[src/rtl/addsub_unit.sv]
// Registered add/subtract unit with carry, signed-overflow, zero and negative flags.
// Optional signed saturation is compiled in with the ADDSUB_SATURATE_EN macro.
module addsub_unit #(
  parameter int WIDTH = 32
) (
  input  logic             clk_i,
  input  logic             rst_i,
  input  logic             valid_i,
  input  logic             sub_i,
  input  logic             sat_i,
  input  logic [WIDTH-1:0] a_i,
  input  logic [WIDTH-1:0] b_i,
  output logic [WIDTH-1:0] result_o,
  output logic             carry_o,
  output logic             overflow_o,
  output logic             zero_o,
  output logic             negative_o,
  output logic             valid_o
);

  logic [WIDTH-1:0] b_eff;
  logic [WIDTH:0]   raw;
  logic             ovf_next;
  logic [WIDTH-1:0] result_next;

  logic [WIDTH-1:0] result_reg;
  logic             carry_reg;
  logic             overflow_reg;
  logic             zero_reg;
  logic             negative_reg;
  logic             valid_reg;

  // Subtraction is a + ~b + 1, so carry-out doubles as "no borrow".
  always_comb begin
    b_eff       = sub_i ? ~b_i : b_i;
    raw         = {1'b0, a_i} + {1'b0, b_eff} + {{WIDTH{1'b0}}, sub_i};
    ovf_next    = (a_i[WIDTH-1] == b_eff[WIDTH-1]) && (raw[WIDTH-1] != a_i[WIDTH-1]);
    result_next = raw[WIDTH-1:0];
`ifdef ADDSUB_SATURATE_EN
    // On overflow the true result has the sign of the operands.
    if (sat_i && ovf_next) begin
      result_next = a_i[WIDTH-1] ? {1'b1, {(WIDTH-1){1'b0}}}
                                 : {1'b0, {(WIDTH-1){1'b1}}};
    end
`endif
  end

`ifndef ADDSUB_SATURATE_EN
  logic unused_sat;
  assign unused_sat = sat_i;
`endif

  always_ff @(posedge clk_i or posedge rst_i) begin
    if (rst_i) begin
      result_reg   <= '0;
      carry_reg    <= 1'b0;
      overflow_reg <= 1'b0;
      zero_reg     <= 1'b1;
      negative_reg <= 1'b0;
      valid_reg    <= 1'b0;
    end else begin
      valid_reg <= valid_i;
      if (valid_i) begin
        result_reg   <= result_next;
        carry_reg    <= raw[WIDTH];
        overflow_reg <= ovf_next;
        zero_reg     <= (result_next == '0);
        negative_reg <= result_next[WIDTH-1];
      end
    end
  end

  assign result_o   = result_reg;
  assign carry_o    = carry_reg;
  assign overflow_o = overflow_reg;
  assign zero_o     = zero_reg;
  assign negative_o = negative_reg;
  assign valid_o    = valid_reg;

endmodule

[config.mk]
export PLATFORM = sky130hd
export DESIGN_NAME = addsub_unit
export DESIGN_NICKNAME = d
export VERILOG_FILES = /design/src/rtl/addsub_unit.sv
export SDC_FILE = /design/constraint.sdc
export NUM_CORES = 1
export LEC_CHECK = 0
export BUFFER_PORTS_ARGS = -buffer_cell sky130_fd_sc_hd__buf_2
export CELL_PAD_IN_SITES_DETAIL_PLACEMENT = 1
export CELL_PAD_IN_SITES_GLOBAL_PLACEMENT = 2
export CORE_ASPECT_RATIO = 1.25
export CORE_MARGIN = 8
export CORE_UTILIZATION = 31
export CTS_CLUSTER_DIAMETER = 100
export DETAILED_ROUTE_END_ITERATION = 10
export HOLD_SLACK_MARGIN = 0.1
export PLACE_DENSITY_LB_ADDON = 0.15
export SLEW_MARGIN = 20
export SYNTH_ARGS = -nofsm -noshare
export SYNTH_HDL_FRONTEND = slang
export SYNTH_SLANG_ARGS = --single-unit
[constraint.sdc]
create_clock -name clk_i -period 1.26 [get_ports clk_i]
set_input_delay 0.126 -clock clk_i [delete_from_list [all_inputs] [get_ports clk_i]]
set_output_delay 0.126 -clock clk_i [all_outputs]
set_load 0.05 [all_outputs]
# == Word-level counts from Yosys, hierarchy flattened ==
# Index checks and enable logic that the tools add are counted.
# op_classes
n_addsub,2
eq_ne,2
mux,1
bitwise_logic,1
reduce_logical,2
# ops
cell,count
$add 32x32->33,1
$add 33x1->33,1
$logic_not 32->1,1
$mux 32,1
$not 32->32,1
$eq 1x1->1,1
$logic_and 1x1->1,1
$ne 1x1->1,1
# word_totals
ff_bits,37
input_bits,69
out_inout_bits,37
word_cells,14

# == Logic depth before layout (Yosys ltp) ==
# Gate-level depths: netlist (run 1).
# depth
ltp_word,6
depth_mapped,14
mapped_depth_nobuf,12

# == Worst setup path before layout (run 1) ==
# No wires, ideal clock.
# synth_timing
path_kind,input port to flip-flop
from,input port sub_i
to,register zero_reg (netlist: zero_o)
setup_ps,72
arrival_ps,3007
t_required_ps,1188
setup_slack_ps,-1819
stages,14
n_path_buf,3
path_cell_list,buf_2 buf_1 xor2_1 ha_1 clkbuf_1 nand4_1 nor3_1 nand4_1 a211oi_2 a211oi_4 xnor2_1 nor4_1 o2111ai_1 o21ai_1
# synth_via
elab_chain_cells,4
# synth_lines
element,line_no,rtl
start: declaration,9,"input logic sub_i,"
$mux 32,35,b_eff = sub_i ? ~b_i : b_i;
$add 32x32->33,36,"raw = {1'b0, a_i} + {1'b0, b_eff} + {{WIDTH{1'b0}}, sub_i};"
$add 33x1->33 *,36,
$logic_not 32->1 *,67,zero_reg <= (result_next == '0);
end signal: assignment,67,
end: declaration,29,logic zero_reg;
# Every way passes the cells marked *; elsewhere a longest branch is shown, timed or not.
# A chain may end at the register's enable or synchronous reset.

# == Final worst setup path (run 1) ==
# Ends and elaborated chain as after synthesis.

==> metrics.md, run 1 <==
| Metric | Value |
|---|---|
| First-pass GRT wire length | `25680 um` |
| Top post-synthesis cells by count | `44 x nand2_1, 39 x xor2_1, 35 x dfrtp_1, 34 x ha_1, 32 x a21oi_1` |
| Clock Skew | `0 ps` |
| Antenna cell count | `0` |
| Worst Tran Pin Value | `615.0 ps` |
| Post-Layout Cell Count | `869` |
| Initial antenna violation count | `0` |
| Vias after detailed routing | `4395` |
| Worst R2R Start | `result_o[7]` |
| Mapped Cells | `442` |
| Status | `finished with violations` |
| Antenna-violating nets left | `0` |
| Critical Path AT | `2870 ps` |
| CP Buf/Inv Count | `4` |
| Setup TNS | `-31140 ps` |
| Setup crit start kind | `input pin` |
| GRT overflow | `0` |
| Die Y | `139.2 um` |
| Share of cells above drive strength 1 | `0.6113` |
| Final period utilization | `2.110` |
| DR pass1 iterations | `4` |
| Reg2Reg Depth | `1` |
| CTS H-Tree Depth | `2` |
| All-Layer GR Usage | `0.2003` |
| Wire length per cell | `18.53 um` |
| Iteration-0 DRC Markers | `127` |
| Min-delay worst type | `input pin to register` |
| Largest net degree at the start of global routing | `37` |
| Hold_sp | `valid_i` |
| Synth top area share | `0.2329` |
| CP startpoint | `sub_i` |
| Die width | `114.5 um` |
| Area delta synth->final | `79.54%` |
| GP Congestion | `0.9145` |
| Sequential area share after synthesis | `0.2399` |
| Yosys warning count | `0` |
| Via-to-Cell Ratio | `5.058` |
| Pwr Density | `1381 mW/mm^2` |
| Syn Nets | `546` |
| Die area | `0.01594 mm^2` |
| RSZ-0062 raised after global routing | `true` |
| Setup slack, reg-to-reg | `460 ps` |
| Drc violations | `0` |
| F_max | `0.3761 GHz` |
| Leading area contributor after synthesis | `dfrtp_1` |
| Post-synth EDFFs | `0` |
| CTS sink count | `36` |
| Skew-Pair Late Insertion Delay | `280 ps` |
| Synth area leaders | `dfrtp_1 23%, ha_1 11%, xor2_1 9.1%, mux2_2 5.4%, nand2_1 4.4%` |
| Num CTS Buffers | `5` |
| Post-DP HPWL | `12190 um` |
| #FFs+latches synth | `36` |
| Fin util | `0.5631` |
| CP Cell Sequence | `buf_12 -> buf_12 -> xor2_1 -> ha_2 -> a21oi_4 -> o22ai_2 -> o21bai_4 -> buf_4 -> a211oi_2 -> buf_4 -> a211oi_4 -> xnor2_2 -> nor4_1 -> o2111ai_1 -> o21ai_1` |
| Root buffer cell | `clkbuf_16` |
| Leakage | `3.122 nW` |
| MaxCap Viol Count | `0` |
| Synth Flop Type | `dfrtp_1` |
| Clk slew on worst S/H paths | `60 ps` |
| Io pins | `106` |
| Final net count | `808` |
| CP peak stage delay | `350 ps` |
| Syn_area_per_cell | `8.509 um^2` |
| Synth Cell Area | `0.003761 mm^2` |
| VDD IR max | `0.7206 mV` |
| Max-slew violation count | `0` |
| Max-slew headroom at the worst pin | `0.5856` |
| Final Hold Vio Count | `0` |
| Final setup violation count | `33` |
| Port Buffers | `104` |
| Clock Tree Buf Depth | `2` |
| FF-to-FF End | `result_o[7]` |
| CP Class | `input pin to register` |
| Core area | `0.01199 mm^2` |
| Crit-path max FO | `7` |
| Hold Path Depth | `4` |
| Count leader, synth | `nand2_1` |
| Failing checks | `negative setup slack` |
| CP required | `1470 ps` |
| CTS tree | `done` |
| DP Cell Count | `827` |
| Cell variety after synth | `65` |
| Vias in the first global route | `5050` |
| Largest delay contributor family on the critical path | `compound AO/OA/AOI/OAI gates` |
| Async SR Flop Fraction | `1.000` |
| Worst path slowest cell | `ha_2` |
| Setup ws final | `-1399 ps` |
| Rows | `45` |
| Endpoint, Worst Hold | `result_o[1]` |
| Min cycle time layout | `2659 ps` |
| Post-Route WL | `16100 um` |
| Crit. End Element | `register` |
| Initial Util | `0.3136` |
cell type report:
| class | instances | area, um^2 |
|---|---|---|
| Fill cell | 1388 | 5240 |
| Multi-Input combinational cell | 371 | 3501 |
| Timing Repair Buffer | 274 | 1941 |
| Sequential cell | 36 | 902.1 |
| Tap cell | 164 | 205.2 |
| Clock buffer | 5 | 125.1 |
| Inverter | 16 | 60.06 |
| Clock inverter | 3 | 18.77 |
stage by stage:
| step | hold slack, ps | instance area [um^2] | power [mW] | setup slack (ps) |
|---|---|---|---|---|
| finish | 257.4 | 6753 | 9.325 | -1399 |
| global route | 286.7 | 6753 | 9.849 | -1519 |
| CTS | 251.4 | 6487 | 9.039 | -1335 |
| detailed placement | 194.3 | 5587 | 7.066 | -1758 |
| global placement | 184.7 | 5587 | 6.949 | -1705 |
| floorplan | 157.4 | 3948 | 5.006 | -1286 |
how the worst max path moves through the flow:
stage	to	slack (ps)	cells past startpoint
final	zero_o	-1400	15
after global routing	zero_o	-1520	13
after CTS	zero_o	-1340	14
after detailed placement	zero_o	-1760	13
after global placement	zero_o	-1710	13
after floorplan	zero_o	-1290	13
cell families after synthesis:
logic type	synth area share
AOI/OAI and AO/OA	0.2412
xor gates and xnor gates	0.1281
adders and majority gates	0.1184
buffers and inverters	0.03859
DFF	0.2399
muxes	0.06021
and+or+nand+nor	0.1737
per-layer routing:
layer  wire length, um  global-route usage  part of all wire
met5                 0                   0                 0
met2              9177              0.4037              0.57
met1              6005              0.2052              0.37
met3               520             0.02789             0.032
met4               396             0.04708             0.025
flip-flops by register name, indices dropped and copies added, names as in the netlist:
name	cells
carry_o	1
overflow_o	1
result_o	32
valid_o	1
zero_o	1
where the power goes:
part           internal [mW]  switching [mW]
sequential              1.50           0.207
combinational           2.69            3.70
clock                  0.729           0.504
worst min-delay path, cell delays in order:
cell,delay [ps]
buf_2,90
nand2_1,60
buf_4,130
o21a_1,90
what timing repair did:
action	CTS	global route
endpoints found under the setup margin	34	33
hold buffers	1	0
gates cloned	2	0
gates resized for setup	113	37
hold endpoints to repair	35	0
setup buffers	28	14
pin swaps	65	41
layout by cell type, fill, tap and decap left out, types with 9 or more instances in the layout:
master / count
a21oi_1: 13
a21oi_2: 15
buf_2: 103
buf_4: 151
buf_6: 13
dfrtp_1: 35
ha_1: 27
inv_1: 14
mux2_4: 11
nand2_1: 37
nor2_1: 20
o21ai_0: 9
o21ai_1: 10
xnor2_2: 10
xor2_1: 32
(Power assumes the default switching activity.)
==> run 2: changes to the inputs <==
- CORE_MARGIN: 8 -> 2
- CTS_CLUSTER_DIAMETER: 100 -> unset
- clock period: 1.26 -> 2.7 ns (I/O delays scaled with it)
==> run 2 against run 1 <==
Count of clock-buffer cells in the layout stayed put. Critical path type unchanged. The run still ends with negative setup slack left. Via count fell by 3.8%. Final area down 11%.
==> metrics.md, run 2 (synthesis gave the netlist of run 1 again) <==
| Metric | Value |
|---|---|
| GRT overflow | `0 (unchanged)` |
| Max-slew violation count | `0 (unchanged)` |
| Critical Path AT | `3010 ps (+140 ps)` |
| CP required | `2910 ps (+1440 ps)` |
| Crit-path max FO | `7 (unchanged)` |
| Post-DP HPWL | `11450 um (-6.1%)` |
| Status | `finished with violations` |
| Failing checks | `negative setup slack` |
| Vias in the first global route | `4533 (-10%)` |
| Overall power | `3.964 mW (-57%)` |
| VDD IR max | `0.3387 mV (-53%)` |
| Share of cells above drive strength 1 | `0.4964 (-0.1150)` |
| Hold_buf cts | `0 (-1)` |
| Largest net degree at the start of global routing | `37 (unchanged)` |
| Die area | `0.01304 mm^2 (-18%)` |
| Switching share of power | `0.4713 (-0.001215)` |
| Initial Util | `0.3136 (unchanged)` |
| First-pass GRT wire length | `21470 um (-16%)` |
| Storage cell area | `902.1 um^2 (unchanged)` |
| Min cycle time layout | `2800 ps` |
| Setup ws final | `-100.1 ps (+1299 ps)` |
| CTS H-Tree Depth | `2 (unchanged)` |
| Leakage | `2.869 nW (-8.1%)` |
| Vias after detailed routing | `4228 (-3.8%)` |
| Clock power share | `0.143 (+0.011)` |
| Worst Tran Pin Value | `490.7 ps (-124.4 ps)` |
| All-Layer GR Usage | `0.2071 (+0.006781)` |
| Final period utilization | `1.037` |
| CTS tree | `done` |
| Final net count | `792 (-2.0%)` |
| Combinational group share of total power | `0.655 (-0.030)` |
| Commonest cells after routing, fill and taps aside | `148 x buf_4, 103 x buf_2, 42 x nand2_1` |
| Clk slew on worst S/H paths | `60 ps (about the same)` |
| Post-place setup slack | `-527.3 ps (+1231 ps)` |
| Via-to-Cell Ratio | `4.957 (-2.0%)` |
| Largest register FFs | `32 (unchanged)` |
| Wire length per cell | `16.50 um (-11%)` |
| Die Y | `127.2 um (-8.6%)` |
| Antenna-violating nets left | `0 (unchanged)` |
| Setup TNS | `-104.4 ps (+31040 ps)` |
| # fillers | `1458 (+5.0%)` |
| Setup crit start kind | `input pin` |
| CTS sink count | `36 (unchanged)` |
| Num CTS Buffers | `5 (unchanged)` |
| Root buffer cell | `clkbuf_16` |
| Flop pwr share | `0.202 (+0.019)` |
| Post-Route WL | `14080 um (-13%)` |
| CP Class | `input pin to register` |
| Commonest non-fill, non-tap cell in the layout | `buf_4` |
| Die width | `102.5 um (-10%)` |
| Skew-Pair Late Insertion Delay | `270 ps (about the same)` |
| Initial antenna violation count | `0 (unchanged)` |
| Area delta synth->final | `60.38%` |
| Clock Tree Buf Depth | `2 (unchanged)` |
| RSZ-0062 raised after global routing | `true` |
| Final setup violation count | `2 (-94%)` |
| Final Hold Vio Count | `0 (unchanged)` |
| Port Buffers | `104 (unchanged)` |
| Crit. End Element | `register` |
| Int Power | `2.096 mW (-57%)` |
| Io pins | `106 (unchanged)` |
| Iteration-0 DRC Markers | `117 (-7.9%)` |
| Clock Skew | `0 ps (unchanged)` |
| Core area | `0.01199 mm^2 (unchanged)` |
| F_max | `0.3571 GHz` |
| GP Congestion | `0.8972 (-1.9%)` |
| Min-delay worst type | `input pin to asynchronous set/reset pin` |
| Antenna cell count | `0 (unchanged)` |
| Sw Pwr | `1.868 mW (-58%)` |
| Rows | `45 (unchanged)` |
| Max-slew headroom at the worst pin | `0.6709 (+0.08522)` |
| Pwr Density | `657.2 mW/mm^2 (-52%)` |
| MaxCap Viol Count | `0 (unchanged)` |
| DR pass1 iterations | `4 (unchanged)` |
| Drc violations | `0 (unchanged)` |
| Multi-input logic area | `0.002957 mm^2 (-16%)` |
## run 2: cell count changes in the layout (fill, tap and decap cells not counted), moves of 9 or more
cell / delta
xnor2_2: -9
xnor2_1: +9
a21oi_1: +11
mux2_2: +11
buf_6: -11
mux2_4: -11
## run 2: worst max-delay path: stages
cell       delay [ps]
buf_12            130
buf_12            140
xor2_1            160
ha_1              330
buf_6             140
nand2_2            60
o211ai_1          130
nor3_4            370
o21ai_2           100
buf_4             150
a211oi_4          230
o211ai_1          140
nor4_2            320
o2111ai_1         170
o21ai_1           160
## run 2: metrics by stage
stage          instances  area (um^2)    util  hold WS (ps)
2_1_floorplan        442         3847       -         301.4
3_3_place_gp         833         5545  0.4624         396.1
3_5_place_dp         833         5545  0.4624         409.5
4_1_cts              843         5751  0.4795         105.0
5_1_grt              853         6032  0.5030         125.3
6_report             853         6032  0.5030         95.95
## run 2: final cells by class
class / count / area share
Inverter: 16 / 0.009956
Sequential cell: 36 / 0.1496
Timing Repair Buffer: 258 / 0.2916
Multi-Input combinational cell: 371 / 0.4901
Clock buffer: 5 / 0.02074
Clock inverter: 3 / 0.003941
Tap cell: 164 / 0.03402
## run 2: final timing paths
kind,from,end,slack (ps),cells past startpoint
setup / recovery,sub_i,zero_o,-100,15
hold / removal,rst_i,result_o[11],100,3
setup reg to reg,result_o[10],result_o[10],1900,1
hold reg to reg,result_o[1],result_o[1],480,1
max in group asynchronous,rst_i,zero_o,2230,3
min in group clk_i,valid_i,valid_o,230,1
## run 2: power groups by stage
stage	clock, mW	sequential [mW]	combinational [mW]
finish	0.569	0.799	2.60
CTS	0.585	0.802	2.50
global route	0.612	0.817	2.79
detailed placement	0	0.810	2.47
floorplan	0	1.35	0.943
global placement	0	0.802	2.43
## run 2: repair_timing
action	in CTS	in global routing
cloned	0	3
setup buffers	2	7
pin swaps	1	21
resized for setup	7	37
endpoints found under the setup margin	3	12
## run 2: layer usage
layer | wire length, um | global-route usage | share of wire | vias to the layer above
li1 | - | - | - | 2088
met1 | 5426 | 0.2270 | 0.39 | 2027
met2 | 8027 | 0.4041 | 0.57 | 92
met3 | 320 | 0.02079 | 0.023 | 21
met4 | 301 | 0.06667 | 0.021 | 0
met5 | 0 | 0 | 0 | -
==> run 3: changes to the inputs <==
- CORE_ASPECT_RATIO: 1.25 -> 0.75
- CTS_CLUSTER_DIAMETER: unset -> 80
==> run 3 against run 2 <==
The run still ends with negative setup slack left. Clock skew stayed put. Core utilization is 2.1 points higher. Count of clock-buffer cells in the layout stayed put. Final area is 1.6% higher. Global-route usage is 1.1 points higher. Worst hold slack worse by 14 ps. Total power is 2.4% higher. Critical path depth is 1 lower. Register-to-register slack hardly changed. Critical path type unchanged.
==> metrics.md, run 3 (synthesis gave the netlist of run 1 again) <==
| Metric | Value |
|---|---|
| Setup crit start kind | `input pin` |
| Post-Route WL | `14440 um (+2.6%)` |
| Flop pwr share | `0.198 (-0.004)` |
| Fin util | `0.5240 (+0.02098)` |
| Sw Pwr | `1.943 mW (+4.0%)` |
| Clock Skew | `0 ps (unchanged)` |
| CTS sink count | `36 (unchanged)` |
| Worst Tran Pin Value | `680.1 ps (+189.4 ps)` |
| Pwr Density | `662.5 mW/mm^2 (+0.81%)` |
| VDD IR max | `0.5078 mV (+50%)` |
| First-pass GRT wire length | `23100 um (+7.6%)` |
| CP Buf/Inv Count | `3 (-1)` |
| All-Layer GR Usage | `0.2182 (+0.01106)` |
| Final setup violation count | `1 (-1)` |
| Failing checks | `negative setup slack` |
| Skew-Pair Late Insertion Delay | `280 ps (about the same)` |
| Share of cells above drive strength 1 | `0.5058 (+0.009476)` |
| DP Cell Count | `826 (-0.84%)` |
| Vias in the first global route | `4536 (+0.066%)` |
| Drc violations | `0 (unchanged)` |
| Largest net degree at the start of global routing | `21 (-43%)` |
| Setup slack, reg-to-reg | `1900 ps (about the same)` |
| Worst R2R Start | `result_o[17]` |
| Worst hold slack | `81.79 ps (-14.16 ps)` |
| CP Class | `input pin to register` |
| Critical Path AT | `3070 ps (+60 ps)` |
| Post-DP HPWL | `11790 um (+3.0%)` |
| Crit. End Element | `register` |
| Core area | `0.01170 mm^2 (-2.5%)` |
| Final Hold Vio Count | `0 (unchanged)` |
| Min-delay worst type | `input pin to asynchronous set/reset pin` |
| Port Buffers | `104 (unchanged)` |
| Min cycle time layout | `2861 ps (+60.86 ps)` |
| MaxCap Viol Count | `0 (unchanged)` |
| Commonest non-fill, non-tap cell in the layout | `buf_4` |
| CP required | `2910 ps (about the same)` |
| Largest delay contributor family on the critical path | `simple AND/OR/NAND/NOR gates` |
| Commonest cells after routing, fill and taps aside | `140 x buf_4, 103 x buf_2, 41 x nand2_1` |
| Area delta synth->final | `62.97%` |
| Antenna cell count | `0 (unchanged)` |
| Vias after detailed routing | `4233 (+0.12%)` |
| CTS H-Tree Depth | `2 (unchanged)` |
| Leakage | `2.875 nW (+0.21%)` |
| Rows | `34 (-24%)` |
| Hold_buf cts | `0 (unchanged)` |
| GP Congestion | `0.9008 (+0.40%)` |
| Reg2Reg Depth | `1 (unchanged)` |
| Final period utilization | `1.060 (+0.02254)` |
| Post-place setup slack | `-557.1 ps (-29.77 ps)` |
| Worst path slowest cell | `ha_1` |
| Clock Tree Buf Depth | `2 (unchanged)` |
| Max-slew headroom at the worst pin | `0.5461 (-0.1247)` |
| Io pins | `106 (unchanged)` |
| Int Power | `2.118 mW (+1.1%)` |
| Final net count | `787 (-0.63%)` |
| CP startpoint | `sub_i` |
| CP Cell Sequence | `buf_12 -> buf_12 -> xor2_1 -> ha_1 -> nand2_1 -> a2111oi_4 -> buf_4 -> nor3_4 -> nor3_2 -> nor3_1 -> o21ai_1 -> nor4_2 -> o2111ai_1 -> o21ai_1` |
| RSZ-0062 raised after global routing | `true` |
| Initial Util | `0.3215 (+0.007882)` |
| Area after DPL | `0.005505 mm^2 (-0.72%)` |
| Wire length per cell | `17.07 um (+3.5%)` |
| Largest register FFs | `32 (unchanged)` |
| Post-Layout Cell Count | `846 (-0.82%)` |
| Setup TNS | `-160.9 ps (-56.48 ps)` |
| Num CTS Buffers | `5 (unchanged)` |
| Root buffer cell | `clkbuf_16` |
| Via-to-Cell Ratio | `5.004 (+0.95%)` |
| Overall power | `4.061 mW (+2.4%)` |
| Status | `finished with violations` |
| Crit-path max FO | `8 (+1)` |
| Die width | `131.2 um (+28%)` |
| Clock power share | `0.141 (-0.002)` |
| # fillers | `1411 (-3.2%)` |
| Die Y | `99.39 um (-22%)` |
| Setup ws final | `-160.9 ps (-60.86 ps)` |
| CP peak stage delay | `360 ps (about the same)` |
| Max-slew violation count | `0 (unchanged)` |
| DR pass1 iterations | `4 (unchanged)` |
| Initial antenna violation count | `0 (unchanged)` |
| Antenna-violating nets left | `0 (unchanged)` |
| Combinational group share of total power | `0.661 (+0.006)` |
| CTS tree | `done` |
| Fin area | `0.006130 mm^2 (+1.6%)` |
| Switching share of power | `0.4784 (+0.007156)` |
| F_max | `0.3495 GHz (-2.1%)` |
| GRT overflow | `0 (unchanged)` |
| Clk slew on worst S/H paths | `60 ps (about the same)` |
| FF-to-FF End | `result_o[17]` |
| Iteration-0 DRC Markers | `167 (+43%)` |
| Die area | `0.01304 mm^2 (about the same)` |
-- run 3: cell count changes in the layout (fill, tap and decap cells not counted), sizes merged --
cell and change:
buf -4, clkinv +2, clkinvlp -2, clkbuf -1
-- run 3: power groups by stage --
stage / Combinational (mW) / Sequential, mW / Clock (mW)
6_report: 2.68 / 0.803 / 0.573
5_1_grt: 2.87 / 0.823 / 0.607
4_1_cts: 2.53 / 0.803 / 0.585
3_5_place_dp: 2.47 / 0.806 / 0
3_3_place_gp: 2.43 / 0.800 / 0
2_1_floorplan: 0.943 / 1.35 / 0
-- run 3: worst max-delay path by stage --
stage / endpoint / slack (ps) / cells past startpoint
global route: zero_o / -350 / 14
global placement: zero_o / -430 / 14
detailed placement: zero_o / -560 / 13
finish: zero_o / -160 / 14
floorplan: zero_o / 1 / 13
CTS: zero_o / -160 / 14
-- run 3: timing repair --
item                                   CTS  global route
gates resized for setup                 13            55
pin swaps                                3            12
gates cloned                             0             1
endpoints found under the hold margin    0             0
setup buffers                            2            10
setup endpoints to repair               10            13
-- run 3: layout make-up --
class | instances | area, um^2 | share of cell area
tap | 162 | 202.7 | 0.03307
sequential | 36 | 902.1 | 0.1472
clock inverter | 3 | 18.77 | 0.003062
inverter | 16 | 60.06 | 0.009798
timing repair buffer | 253 | 1728 | 0.2819
multi-input combinational | 371 | 3093 | 0.5046
clock buffer | 5 | 125.1 | 0.02041
-- run 3: layer usage --
| layer | track usage | up-vias | part of all wire |
|---|---|---|---|
| met3 | 0.03976 | 9 | 0.043 |
| met5 | 0 | - | 0 |
| met1 | 0.3028 | 2056 | 0.49 |
| li1 | - | 2075 | - |
| met4 | 0.04264 | 0 | 0.0077 |
| met2 | 0.3595 | 93 | 0.46 |
